File: config.mk
export PLATFORM = sky130hd
export DESIGN_NAME = serial_adder
export DESIGN_NICKNAME = d
export VERILOG_FILES = /design/src/rtl/serial_adder.sv
export SDC_FILE = /design/constraint.sdc
export NUM_CORES = 1
export LEC_CHECK = 0
export CORE_AREA = 5 5 63 122
export DETAILED_ROUTE_END_ITERATION = 12
export DIE_AREA = 0 0 68 127
export GPL_ROUTABILITY_DRIVEN = 0
export GPL_TIMING_DRIVEN = 1
export PLACE_DENSITY = 0.49
export SLEW_MARGIN = 30
export SYNTH_ARGS = -nofsm -noshare
export SYNTH_HDL_FRONTEND = slang
export SYNTH_SLANG_ARGS = --single-unit
File: constraint.sdc
create_clock -name Clock_In -period 1.79 [get_ports Clock_In]
set_input_delay 0.358 -clock Clock_In [delete_from_list [all_inputs] [get_ports Clock_In]]
set_output_delay 0.358 -clock Clock_In [all_outputs]
set_load 0.05 [all_outputs]
File: src/rtl/serial_adder.sv
// Bit-serial adder: one full-adder cell and a carry flop, LSB first.
// {Carry_Out, Sum_Out} = A + B + Carry_In after DATA_WIDTH shift cycles;
// Overflow_Out flags two's-complement overflow of the same add.
module serial_adder #(
  parameter int unsigned DATA_WIDTH = 8
) (
  input  logic                  Clock_In,
  input  logic                  Reset_In,
  input  logic                  Start_In,
  input  logic [DATA_WIDTH-1:0] Data_A_In,
  input  logic [DATA_WIDTH-1:0] Data_B_In,
  input  logic                  Carry_In,
  output logic                  Busy_Out,
  output logic                  Done_Out,
  output logic [DATA_WIDTH-1:0] Sum_Out,
  output logic                  Carry_Out,
  output logic                  Overflow_Out
);

  localparam int unsigned CntWidth = (DATA_WIDTH > 1) ? $clog2(DATA_WIDTH) : 1;
  localparam logic [CntWidth-1:0] LastBit = CntWidth'(DATA_WIDTH - 1);

  typedef enum logic [1:0] {StIdle, StShift, StDone} state_e;

  state_e                state_q, state_d;
  logic [DATA_WIDTH-1:0] a_q, a_d;
  logic [DATA_WIDTH-1:0] b_q, b_d;
  logic [DATA_WIDTH-1:0] acc_q, acc_d;
  logic [DATA_WIDTH-1:0] sum_q, sum_d;
  logic                  carry_q, carry_d;
  logic                  cout_q, cout_d;
  logic                  ovf_q, ovf_d;
  logic [CntWidth-1:0]   cnt_q, cnt_d;
  logic                  bit_sum, bit_carry;

  // Full-adder cell, FSM next state and datapath next state.
  always_comb begin
    bit_sum   = a_q[0] ^ b_q[0] ^ carry_q;
    bit_carry = (a_q[0] & b_q[0]) | (carry_q & (a_q[0] ^ b_q[0]));

    state_d = state_q;
    a_d     = a_q;
    b_d     = b_q;
    acc_d   = acc_q;
    sum_d   = sum_q;
    carry_d = carry_q;
    cout_d  = cout_q;
    ovf_d   = ovf_q;
    cnt_d   = cnt_q;

    unique case (state_q)
      StIdle: begin
        if (Start_In) begin
          a_d     = Data_A_In;
          b_d     = Data_B_In;
          carry_d = Carry_In;
          cnt_d   = '0;
          state_d = StShift;
        end
      end
      StShift: begin
        carry_d             = bit_carry;
        acc_d               = acc_q >> 1;
        acc_d[DATA_WIDTH-1] = bit_sum;
        a_d                 = a_q >> 1;
        b_d                 = b_q >> 1;
        cnt_d               = cnt_q + CntWidth'(1);
        if (cnt_q == LastBit) begin
          // carry_q still holds the carry into the MSB on this edge.
          sum_d   = acc_d;
          cout_d  = bit_carry;
          ovf_d   = carry_q ^ bit_carry;
          state_d = StDone;
        end
      end
      StDone: begin
        state_d = StIdle;
      end
      default: begin
        state_d = StIdle;
      end
    endcase
  end

  // State and datapath registers with synchronous reset.
  always_ff @(posedge Clock_In) begin
    if (Reset_In) begin
      state_q <= StIdle;
      a_q     <= '0;
      b_q     <= '0;
      acc_q   <= '0;
      sum_q   <= '0;
      carry_q <= 1'b0;
      cout_q  <= 1'b0;
      ovf_q   <= 1'b0;
      cnt_q   <= '0;
    end else begin
      state_q <= state_d;
      a_q     <= a_d;
      b_q     <= b_d;
      acc_q   <= acc_d;
      sum_q   <= sum_d;
      carry_q <= carry_d;
      cout_q  <= cout_d;
      ovf_q   <= ovf_d;
      cnt_q   <= cnt_d;
    end
  end

  assign Busy_Out     = (state_q != StIdle);
  assign Done_Out     = (state_q == StDone);
  assign Sum_Out      = sum_q;
  assign Carry_Out    = cout_q;
  assign Overflow_Out = ovf_q;

endmodule

==> metrics.csv <==
stage,metric,value,unit
outcome,status,finished clean,
power_and_ir_drop,p_leak,0.835,nW
routing,drt_iter0_drc,22,
grt,grt_max_degree,40,
routing,postRouteAntennaNets,0,
clock_network,clkLatencyLatePin,0.28,ns
grt,use_met1,0.0975,
synthesis,synthesis.nets,216,
clock_network,ctsHoldBuffers,0,
synthesis,syn_inst,193,
clock_network,root_buffer,clkbuf_16,
clock_network,cts.reportedPaths.clkPinSlew,0.06,ns
worst_setup_path,cp_slowest_stage_delay,0.53,ns
synthesis,synth_area_per_cell,8.32,um2
routing,drt-pass1-iter-count,2,
timing,rsz0062_at_grt,false,
floorplan,coreArea,6570,um2
placed_design,portBuffers,31,
synthesis,synth_area,1610,um2
worst_setup_path,required,1.43,ns
placed_design,dp_hpwl,2.70,mm
routing,drt_wl_total,3.70,mm
finish,num-fill-cells,713,
worst_setup_path,cp_max_fo,13,
worst_hold_path,hp-class,reg -> reg,
worst_setup_path,crit_arrival,1.26,ns
synthesis,ys_top_cells_by_area,"dfxtp_1 49%, nor2_1 9.6%, nand2_1 7.5%, nor4_1 5.8%, a21oi_1 5.6%",
finish,num_antenna_cells,0,
synthesis,ys.warnings.count,0,
job,cap_violations,0,
grt,grt_use_met3,0.0202,
placed_design,dp_slack,0.0881,ns
floorplan,rows,42,
timing,fin_tns_setup,0,ns
floorplan,die_h,127,um
synthesis,yosys.area.top_type_share,0.486,
power_and_ir_drop,power.density,1000,nW/um2
timing,fin_skew,0.00365,ns
timing,max_clock_freq,0.619,GHz
worst_setup_path,crit_buf_inv,1,
timing,hold_viol,0,
clock_network,cts_made_buffers,5,
clock_network,htreeDepth,2,
synthesis,async_reset_ff_frac,0,
clock_network,clockBufferDepth,2,
timing,worst_pin_slew,0.405,ns
clock_network,post-cts-setup-buffers,0,
finish,multi_input_area,741,um2
routing,routedWlPerCell,11.8,um
worst_setup_path,slowest_stage,dfxtp_1,
synthesis,synth_common_cells,"41 x nor2_1, 39 x dfxtp_1, 32 x nand2_1",
routing,vias_per_cell,4.30,
floorplan,die_w,68,um
clock_network,cts_tree,done,
worst_setup_path,path_class,reg -> out,
synthesis,synth.distinct_cells,29,
worst_setup_path,r2r_slack,0.32,ns
grt,antenna_found_initial,0,
grt,grt_pass1_wl,6.38,mm
worst_setup_path,rr_worst_depth,5,
finish,drive_gt1_frac,0.165,
synthesis,synth_flop_cell,dfxtp_1,
worst_setup_path,startpoint_type,register,
synthesis,yosysTopAreaCell,dfxtp_1,
synthesis,synth_most_common_cell,nor2_1,
routing,vias,1341,
timing,layout_min_cycle_time,1.61,ns
finish,seqCellArea,781,um2
grt,track_usage,0.0980,
finish,area_delta_synth_final,35.6,%
floorplan,ios,32,
power_and_ir_drop,vdd_drop_max,0.342,mV
timing,fin_ws,0.176,ns
worst_setup_path,end_kind,output port,
grt,grt_overflow,0,
synthesis,ys_ff_latch,39,
power_and_ir_drop,power,2.18,mW
worst_hold_path,whs_path_depth,2,
grt,grtUsageMet2,0.172,
finish,fin_nets,246,
timing,slew_headroom,0.729,
timing,finalSetupViolations,0,
worst_setup_path,cp.depth,2,
synthesis,synth-edff-count,0,
timing,drv_slew,0,
clock_network,ctsResizeCount,0,
clock_network,clock-sinks,39,
synthesis,yosysSeqAreaShare,0.486,
routing,drc,0,
grt,grt_pass1_vias,1351,
floorplan,start_util,0.244,
grt,busiest_layer,met2,
worst_setup_path,critPathTopFamily,flip-flops,
worst_setup_path,path_cells,"nor2b_1, buf_12",
floorplan,die_area,8640,um2
timing,period_share,0.902,
[through the flow]
step	hold slack, ns	util	area [um2]	cells
after global routing	0.471	0.331	2180	312
after detailed placement	0.449	0.305	2000	304
after floorplan	0.432	-	1610	193
after CTS	0.457	0.331	2180	312
final	0.453	0.331	2180	312
after global placement	0.445	0.305	2000	304
[cell type report]
| class | instances | area share |
|---|---|---|
| clock buffer | 6 | 0.0638 |
| inverter | 1 | 0.00172 |
| tap | 88 | 0.0506 |
| clock inverter | 2 | 0.0161 |
| timing repair buffer | 36 | 0.169 |
| sequential | 39 | 0.359 |
| multi-input combinational | 140 | 0.340 |
[registers in the layout, summed over array words and instances (netlist names)]
name	flops
Sum_Out	8
carry_q	1
b_q	8
acc_q	7
state_q	2
Overflow_Out	1
Carry_Out	1
cnt_q	3
a_q	8
[final timing paths]
check | endpoint | from
setup / recovery | Done_Out | state_q[1]
hold / removal | Sum_Out[5] | Sum_Out[5]
setup reg to reg | Overflow_Out | cnt_q[0]
hold reg to reg | Sum_Out[5] | Sum_Out[5]
[cells by family after synthesis]
| family | share of synthesized area |
|---|---|
| DFF | 0.486 |
| xor gates and xnor gates | 0.00546 |
| muxes | 0.0125 |
| buffers and inverters | 0.0522 |
| AOI/OAI and AO/OA | 0.0873 |
| and+or+nand+nor | 0.328 |
| adders and majority gates | 0.0281 |
[cell usage in the layout, fill, tap and decap left out, drive strengths merged, types with 2 or more instances in the layout]
cell type	instances
nor2	51
dfxtp	39
nand2	32
clkdlybuf4s50	19
a21oi	18
buf	17
nor4	15
clkbuf	6
nor2b	3
nand3b	3
mux2i	2
o21ai	2
a22oi	2
ha	2
[power breakdown]
part / switching [mW] / internal (mW)
clock network: 0.335 / 0.692
registers: 0.0280 / 0.909
logic: 0.109 / 0.109
total: 0.472 / 1.71
[metal layers]
layer | vias to the layer above | part of all wire
met3 | 7 | 0.029
met4 | 0 | 0.034
met1 | 618 | 0.38
met2 | 19 | 0.55
li1 | 697 | -
met5 | - | 0
[worst reg2reg max path, stage by stage, from the launching register on]
cell and delay (ns):
dfxtp_1 0.35, ha_1 0.16, ha_1 0.19, and3b_1 0.42
nor2_1 0.08, a211oi_1 0.20
No activity file was read; power rests on OpenSTA's default activity.
